$ cat config.mk
export PLATFORM = sky130hd
export DESIGN_NAME = wbvidcapture
export DESIGN_NICKNAME = d
export VERILOG_FILES = /design/src/rtl/wbvidcapture.sv
export SDC_FILE = /design/constraint.sdc
export NUM_CORES = 2
export LEC_CHECK = 0
export BUFFER_PORTS_ARGS = -buffer_cell sky130_fd_sc_hd__buf_2
export CAP_MARGIN = 20
export CORE_AREA = 2 2 365 367
export CTS_CLUSTER_DIAMETER = 150
export CTS_CLUSTER_SIZE = 10
export DETAILED_ROUTE_END_ITERATION = 10
export DIE_AREA = 0 0 367 369
export GPL_TIMING_DRIVEN = 0
export PLACE_DENSITY = 0.66
export RECOVER_POWER = 50
export SYNTH_ARGS = -nofsm -noshare
export SYNTH_HDL_FRONTEND = slang
export SYNTH_SLANG_ARGS = --single-unit
export TNS_END_PERCENT = 30
$ cat constraint.sdc
create_clock -name i_clk -period 7.5 [get_ports i_clk]
set_input_delay 1.5 -clock i_clk [delete_from_list [all_inputs] [get_ports i_clk]]
set_output_delay 1.5 -clock i_clk [all_outputs]
set_load 0.02 [all_outputs]
$ cat src/rtl/wbvidcapture.sv
// wbvidcapture -- raster video capture into a word-per-pixel frame buffer.
//
// Accepts a SOF/EOL framed pixel stream (one pixel per valid cycle, no
// backpressure).  Each stored pixel becomes one Wishbone pipelined write of
// {zeros, pixel} at i_base_addr + row*i_line_words + col.  Pixels beyond
// i_width on a line are cropped.  Writes queue in a 2**LGFIFO entry FIFO.
//
// Ports
//   i_clk, i_reset_n           clock, asynchronous active-low reset
//   i_en                       capture enable
//   i_base_addr                word address of line 0, pixel 0
//   i_line_words               line stride in words
//   i_width, i_height          stored pixels per line, lines per frame
//   i_pix_valid/sof/eol/data   pixel stream ({red,grn,blu})
//   o_wb_*                     Wishbone pipelined master (write only)
//   i_wb_stall/ack/err         Wishbone slave responses
//   o_busy                     engine not idle
//   o_overflow                 sticky: pixel dropped on full FIFO
//   o_err                      bus error seen (held while in error state)
//   o_interrupt                one-cycle pulse: frame fully committed
`timescale 1ns/1ps
module wbvidcapture #(
    parameter int ADDRESS_WIDTH  = 24,
    parameter int BUS_DATA_WIDTH = 32,
    parameter int BITS_PER_COLOR = 8,
    parameter int FW             = 13,
    parameter int LW             = 12,
    parameter int LGFIFO         = 5
) (
    input  logic                        i_clk,
    input  logic                        i_reset_n,
    input  logic                        i_en,
    input  logic [ADDRESS_WIDTH-1:0]    i_base_addr,
    input  logic [FW:0]                 i_line_words,
    input  logic [FW-1:0]               i_width,
    input  logic [LW-1:0]               i_height,
    input  logic                        i_pix_valid,
    input  logic                        i_pix_sof,
    input  logic                        i_pix_eol,
    input  logic [3*BITS_PER_COLOR-1:0] i_pix_data,
    output logic                        o_wb_cyc,
    output logic                        o_wb_stb,
    output logic                        o_wb_we,
    output logic [ADDRESS_WIDTH-1:0]    o_wb_addr,
    output logic [BUS_DATA_WIDTH-1:0]   o_wb_data,
    output logic [BUS_DATA_WIDTH/8-1:0] o_wb_sel,
    input  logic                        i_wb_stall,
    input  logic                        i_wb_ack,
    input  logic                        i_wb_err,
    output logic                        o_busy,
    output logic                        o_overflow,
    output logic                        o_err,
    output logic                        o_interrupt
);

    localparam int AW    = ADDRESS_WIDTH;
    localparam int DW    = BUS_DATA_WIDTH;
    localparam int PW    = 3 * BITS_PER_COLOR;
    localparam int DEPTH = 1 << LGFIFO;
    localparam int OW    = LGFIFO + 4;

    typedef enum logic [2:0] {
        S_IDLE,
        S_WAIT_SOF,
        S_CAPTURE,
        S_DRAIN,
        S_ERROR
    } state_t;

    state_t state, state_next;

    logic [AW-1:0]     fifo_addr [DEPTH];
    logic [PW-1:0]     fifo_pix  [DEPTH];
    logic [LGFIFO-1:0] wr_ptr, rd_ptr;
    logic [LGFIFO:0]   count;
    logic [OW-1:0]     outstanding;

    logic [FW-1:0]     col;
    logic [LW-1:0]     row;
    logic [AW-1:0]     line_addr;
    logic              overflow;
    logic              no_irq;      // current drain was an abort, not a frame end

    logic              fifo_empty, fifo_full;
    logic              accepting, take_sof, take_mid;
    logic              push_req, push, pop;
    logic [AW-1:0]     push_addr;
    logic [LW-1:0]     row_eff;
    logic              last_line, frame_end;
    logic              stb, cyc, bus_err, drained;

    // Capture decode and bus handshake
    always_comb begin
        fifo_empty = (count == '0);
        fifo_full  = count[LGFIFO];
        accepting  = i_en && i_pix_valid &&
                     (state == S_WAIT_SOF || state == S_CAPTURE);
        take_sof   = accepting && i_pix_sof;
        take_mid   = accepting && !i_pix_sof && (state == S_CAPTURE);
        push_req   = take_sof || (take_mid && (col < i_width));
        push       = push_req && !fifo_full;
        push_addr  = take_sof ? i_base_addr : line_addr + AW'(col);
        // a SOF pixel is on row 0 regardless of the aborted frame's row
        row_eff    = take_sof ? '0 : row;
        last_line  = (row_eff == i_height - LW'(1));
        frame_end  = (take_sof || take_mid) && i_pix_eol && last_line;
        stb        = !fifo_empty && (state != S_ERROR);
        cyc        = stb || (outstanding != '0);
        pop        = stb && !i_wb_stall;
        bus_err    = i_wb_err && cyc;
        drained    = fifo_empty && (outstanding == '0);
    end

    // FSM: state register
    always_ff @(posedge i_clk or negedge i_reset_n) begin
        if (!i_reset_n)
            state <= S_IDLE;
        else
            state <= state_next;
    end

    // FSM: next state
    always_comb begin
        state_next = state;
        if (bus_err) begin
            state_next = S_ERROR;
        end else begin
            case (state)
                S_IDLE:     if (i_en) state_next = S_WAIT_SOF;
                S_WAIT_SOF: begin
                    if (!i_en || frame_end) state_next = S_DRAIN;
                    else if (take_sof)      state_next = S_CAPTURE;
                end
                S_CAPTURE:  if (!i_en || frame_end) state_next = S_DRAIN;
                S_DRAIN:    if (drained)
                                state_next = (!no_irq && i_en) ? S_WAIT_SOF : S_IDLE;
                S_ERROR:    if (!i_en) state_next = S_IDLE;
                default:    state_next = S_IDLE;
            endcase
        end
    end

    // FSM: outputs
    always_comb begin
        o_busy      = (state != S_IDLE);
        o_err       = (state == S_ERROR);
        o_interrupt = (state == S_DRAIN) && drained && !no_irq;
    end

    // FIFO pointers and outstanding-ack counter
    always_ff @(posedge i_clk or negedge i_reset_n) begin
        if (!i_reset_n) begin
            wr_ptr      <= '0;
            rd_ptr      <= '0;
            count       <= '0;
            outstanding <= '0;
        end else if (bus_err) begin
            wr_ptr      <= '0;
            rd_ptr      <= '0;
            count       <= '0;
            outstanding <= '0;
        end else begin
            if (push) wr_ptr <= wr_ptr + LGFIFO'(1);
            if (pop)  rd_ptr <= rd_ptr + LGFIFO'(1);
            case ({push, pop})
                2'b10:   count <= count + (LGFIFO+1)'(1);
                2'b01:   count <= count - (LGFIFO+1)'(1);
                default: count <= count;
            endcase
            case ({pop, i_wb_ack})
                2'b10:   outstanding <= outstanding + OW'(1);
                2'b01:   if (outstanding != '0) outstanding <= outstanding - OW'(1);
                default: outstanding <= outstanding;
            endcase
        end
    end

    // FIFO storage
    always_ff @(posedge i_clk) begin
        if (push) begin
            fifo_addr[wr_ptr] <= push_addr;
            fifo_pix[wr_ptr]  <= i_pix_data;
        end
    end

    // Raster position tracking
    always_ff @(posedge i_clk or negedge i_reset_n) begin
        if (!i_reset_n) begin
            col       <= '0;
            row       <= '0;
            line_addr <= '0;
            overflow  <= 1'b0;
            no_irq    <= 1'b0;
        end else begin
            if (take_sof || take_mid) begin
                if (take_sof)
                    overflow <= fifo_full;
                else if (push_req && fifo_full)
                    overflow <= 1'b1;
                if (i_pix_eol) begin
                    col       <= '0;
                    row       <= row_eff + LW'(1);
                    line_addr <= (take_sof ? i_base_addr : line_addr) + AW'(i_line_words);
                end else if (take_sof) begin
                    col       <= FW'(1);
                    row       <= '0;
                    line_addr <= i_base_addr;
                end else if (col != '1) begin
                    col <= col + FW'(1);
                end
            end
            if (state == S_WAIT_SOF || state == S_CAPTURE) begin
                if (!i_en)
                    no_irq <= 1'b1;
                else if (frame_end)
                    no_irq <= 1'b0;
            end
        end
    end

    always_comb begin
        o_wb_cyc   = cyc;
        o_wb_stb   = stb;
        o_wb_we    = 1'b1;
        o_wb_sel   = '1;
        o_wb_addr  = fifo_addr[rd_ptr];
        o_wb_data  = DW'(fifo_pix[rd_ptr]);
        o_overflow = overflow;
    end

endmodule

=== Yosys cells after proc, flatten, opt, wreduce, memory -nomap -nowiden ===
Memory sizes are Yosys's and may differ from the RTL's.
Index checks and enable logic that the tools add are counted.

* Reduce and logical (&&, ||, !) cells: 44
* $add $sub $neg: 11
* Mux-type cells: 32
* Equal/unequal tests: 18
* $lt $le $gt $ge: 1

{| class="wikitable"
|+ Operator list
! operator !! count
|-
| 24-bit two-way mux || 3
|-
| 13-bit two-way mux || 3
|-
| 24-bit by 13-bit adder with 24-bit output || 1
|-
| 24-bit by 14-bit adder with 24-bit output || 1
|-
| 12-bit two-way mux || 2
|-
| 3-bit two-way mux || 7
|-
| 5-bit two-way mux || 4
|-
| 9-bit two-way mux || 2
|-
| 9-bit one-hot mux with 2 select lines || 1
|-
| 1-bit logical AND || 17
|-
| 3-bit one-hot mux with 5 select lines || 1
|-
| 13-bit by 1-bit adder with 13-bit output, second input constant || 1
|-
| 13-bit less-than comparator || 1
|-
| 13-bit != test, second input constant || 1
|-
| 12-bit by 1-bit adder with 12-bit output, second input constant || 1
|-
| 12-bit == test || 1
|-
| 3-bit != test, second input constant || 4
|-
| 6-bit one-hot mux with 2 select lines || 1
|-
| 3-bit nonzero test || 4
|-
| 12-bit by 1-bit subtractor with 12-bit output, second input constant || 1
|-
| 5-bit by 1-bit adder with 5-bit output, second input constant || 2
|-
| 9-bit by 1-bit adder with 9-bit output, second input constant || 1
|-
| 9-bit logical NOT || 1
|-
| 9-bit nonzero test || 1
|-
| other kinds (20) || 44
|}

* Input bits: 96
* Memory bits (writable): 1536
* Memories: 2
* Word-level logic and storage cells: 118
* Bits in registers: 79

{| class="wikitable"
|+ Memory list
! name !! words !! bits a word !! rd ports !! clocked after Yosys merged registers in !! wr ports !! RTL line !! text
|-
| fifo_addr || 32 || 24 || 1 || 0 || 1 || 72 || <nowiki>logic [AW-1:0] fifo_addr [DEPTH];</nowiki>
|-
| fifo_pix || 32 || 24 || 1 || 0 || 1 || 73 || <nowiki>logic [PW-1:0] fifo_pix [DEPTH];</nowiki>
|}

=== Longest topological paths before layout ===
* Depth in word-level cells: 12
* Gate-level depth with buffers: 20

=== Least setup slack after synthesis ===
OpenSTA, ideal clock, no wires.

* Kind: in2reg
* Start: input i_width[6]
* End: memory fifo_addr[15][0] (netlist name), enable pin
* Setup slack: 1.918 ns
* Arrival time: 5.127 ns
* Path buffers: 1
* Stages: 9
* Cells stage by stage: inv_1 ha_1 a21o_1 a221oi_1 o311a_1 o311a_1 buf_4 nand2_1 nor2_1

* Cells in the longest elaborated chain, start to end: 6

{| class="wikitable"
|+ Ends and longest elaborated chain
! what !! RTL line !! text
|-
| from (decl) || 35 || <nowiki>input logic [FW-1:0] i_width,</nowiki>
|-
| 13-bit less-than comparator || 100 || <nowiki>push_req = take_sof || (take_mid && (col < i_width));</nowiki>
|-
| 1-bit logical AND || 100 ||
|-
| 1-bit logical OR || 100 ||
|-
| 1-bit logical AND || 101 || <nowiki>push = push_req && !fifo_full;</nowiki>
|-
| 1-bit two-way mux || 180 || <nowiki>if (push) begin</nowiki>
|-
| 1-bit two-way mux (not written as such) || 181 || <nowiki>fifo_addr[wr_ptr] <= push_addr;</nowiki>
|-
| to (decl) || 72 ||
|}

No other way between the ends.

=== Final worst setup path ===
* Start: register rd_ptr[1]
* End: output o_wb_addr[23]

* Cells in the longest elaborated chain, start to end: 1

{| class="wikitable"
|+ Ends and longest elaborated chain
! what !! RTL line !! text
|-
| from (decl) || 74 || <nowiki>logic [LGFIFO-1:0] wr_ptr, rd_ptr;</nowiki>
|-
| from (signal assigned) || 164 || <nowiki>if (pop) rd_ptr <= rd_ptr + LGFIFO'(1);</nowiki>
|-
| memory 32 x 24 bit || - ||
|-
| to (decl) || 44 || <nowiki>output logic [ADDRESS_WIDTH-1:0] o_wb_addr,</nowiki>
|}

No other way between the ends.

==> results.toml <==
[outcome]
outcome = "complete, but fails checks"
failed_checks = "capacitance limit, slew limit"

[global_routing]
grt_pass1_vias = 34100
grt_pass1_wl_mm = 234
antenna_found_initial = 6
gr-total-overflow = 0
grt_use_total_pct = 24.1
grt_max_degree = 65

[yosys]
yosysTopAreaCellShare_pct = 70.6
synth_flop_cell = "edfxtp_1"
yosys.area.top_type = "edfxtp_1"
synthTopCellsByArea = "edfxtp_1, mux4_2, dfrtp_1"
synth_cell_types = 72
synth_edf_count = 1536
yosysWarningCount = 0
ys_seq_elements = 1615
synth_async_sr_flop_share_pct = 4.89
synth.cell_area_sq_um = 65400
seq_area_frac_synth_pct = 73.6
synth_cells = 3152
synth.avg_cell_area_sq_um = 20.7

[run]
maxCapViolations = 15

[finish]
fin_util_pct = 57.5
drive_gt1_share_pct = 27.2
layout.cells.non_filler = 5424
nNetsFinal = 3778
fillers = 9654
area_delta_synth_final_pct = 15.4

[cts]
cts_hold_buf = 0
cts_tree = "yes"
clock_sinks = 1615
postCtsSetupBuffers = 0
clk_pin_slew_ps = 60
h-tree-depth = 4
cts_max_path_buffers = 3
root_buffer = "clkbuf_16"
cts_buffers = 179
cts_resized = 0
worstSkewPairLatency_ps = 810

[timing]
whs_ps = 507
slew_headroom_pct = -148
timing.final.max_slew_violations = 289
rsz0062_at_grt = "no"
finalSetupViolations = 0
worst_pin_slew_ps = 3720
hold_viol = 0
finClkSkew_ps = 31.7
min_period_ps = 6910
fin_crit_sh_pct = 92.2
max_freq_mhz = 145
setup_slack_ps = 587

[placed_design]
dp_hpwl_mm = 107
gp_congestion = 0.832
dpl.cell_count = 5178
io_buffers = 145
dp_slack_ps = 1060

[routing]
drc = 0
route.vias.total = 33300
dr.pass1.iters = 5
wl_mm = 161
wl_per_cell_um = 29.7
drt-vias-per-instance = 6.15
drt-initial-drc-count = 3729
drtAntennaViolNets = 0

[floorplanning]
start_util_pct = 49.8
die-area_sq_um = 135000
chipHeight_um = 369
die_w_um = 367
rows = 133
io_pins = 163
core_area_sq_um = 131000

[power_and_ir_drop]
irDropWorstVdd_mv = 0.199
power.density_nw_per_um2 = 303
cellLeakagePower_nw = 23.8

[critical_path]
crit_path_max_fanout = 10
cp-start-kind = "register"
end_kind = "output port"
cp.arrival_ps = 5410
required_ps = 6000
worstSetupPathType = "register to output port"

[hold_path]
holdCritPathClass = "register to register"
[cells in the mapped netlist, types with 10 or more instances]
master	count
edfxtp_1	1536
xnor2_1	44
mux2i_1	10
inv_1	43
nand4_1	17
a31oi_1	13
buf_4	15
mux4_2	480
buf_1	37
a21oi_1	59
a21o_1	18
o21ai_0	73
o21a_1	10
xor2_1	40
nor3_1	26
o31ai_1	12
mux2_2	50
nand2_1	133
ha_1	57
and3_1	11
nor2_1	105
dfrtp_1	79
nand3_1	34
and2_1	11
clkbuf_1	110
nor4_1	11
[final cells by class]
| class | instances | area, sq um | share of cell area (%) |
|---|---|---|---|
| diodes | 1 | 2.50 | 0.00332 |
| multi-input cells | 1336 | 16600 | 22.0 |
| well taps | 1755 | 2200 | 2.91 |
| repair buffers | 278 | 2790 | 3.70 |
| plain buffers | 169 | 696 | 0.922 |
| clock inverters | 14 | 240 | 0.319 |
| flip-flops and latches | 1615 | 48100 | 63.8 |
| clock buffers | 213 | 4650 | 6.16 |
| inverters | 43 | 161 | 0.214 |
[kinds of logic (layout without fill, tap and decap cells)]
family                     count (synthesis)  count (layout)  synth area share (%)
and+or+nand+nor                          404             404                  2.93
muxes                                    540             540                  17.6
other                                      2              14                0.0115
xor gates and xnor gates                  85              85                  1.16
buffers and inverters                    212             717                  1.33
DFF                                     1615            1615                  73.6
AOI/OAI and AO/OA                        234             234                  2.23
adders and majority gates                 60              60                  1.18
[worst max-delay path, cell delays in order (launching register included)]
cell,delay [ps]
dfrtp_1,360
clkbuf_1,910
clkbuf_1,670
buf_8,240
clkbuf_1,850
mux4_2,430
mux4_2,560
mux2_2,390
buf_2,190
[final timing paths]
| kind | from | endpoint | slack, ps | depth (start not counted) |
|---|---|---|---|---|
| max in group asynchronous | i_reset_n | rd_ptr[2] | 2560 | 2 |
| worst max register to register | col[7] | fifo_pix[17][8] | 1620 | 9 |
| worst min register to register | outstanding[3] | outstanding[3] | 510 | 2 |
| worst max-delay path | rd_ptr[1] | o_wb_addr[23] | 590 | 8 |
| worst min-delay path | outstanding[3] | outstanding[3] | 510 | 2 |
| min in group asynchronous | i_reset_n | line_addr[8] | 820 | 1 |
[per-stage QoR]
stage | power, mW | setup TNS [ps] | area [sq um]
after detailed placement | 15.4 | 0 | 70900
after global routing | 23.7 | 0 | 75400
after global placement | 15.0 | -2283660 | 68300
after CTS | 23.0 | 0 | 75800
final | 22.8 | 0 | 75400
after floorplan | 13.7 | 0 | 65400
[power breakdown]
group | internal [mW] | leakage (nW) | switching, mW
Clock | 4.33 | 2.37 | 3.33
Combinational | 2.04 | 6.47 | 2.56
Sequential | 10.5 | 15.0 | 0.0954
[layout by cell type (no fill, tap or decap), drive strengths merged, types with 6 or more instances in the layout]
cell	instances
edfxtp	1536
mux4	480
clkbuf	389
buf	270
nand2	133
nor2	106
dfrtp	79
o21ai	75
a21oi	59
ha	57
mux2	50
inv	48
xnor2	44
xor2	40
nand3	34
nor3	26
a21o	18
nand4	17
a31oi	13
conb	13
o31ai	12
nor4	12
and3	11
and2	11
o21a	10
mux2i	10
nand3b	9
or3	9
nand2b	8
clkinv	8
o211ai	6
[routing by layer]
metal | global-route usage (%) | wire (um) | up-vias
met2 | 38.9 | 78400 | 1479
met4 | 6.49 | 3870 | 10
li1 | - | - | 13900
met5 | 0 | 57 | -
met1 | 33.1 | 64500 | 17700
met3 | 5.99 | 14300 | 251
[sequential cells by signal (all words and copies together) (netlist names)]
name / cells
col: 13
count: 6
fifo_addr: 768
fifo_pix: 768
line_addr: 24
no_irq: 1
o_overflow: 1
outstanding: 9
rd_ptr: 5
row: 12
state: 3
wr_ptr: 5
Note: power is estimated with default switching activity, not from simulation.
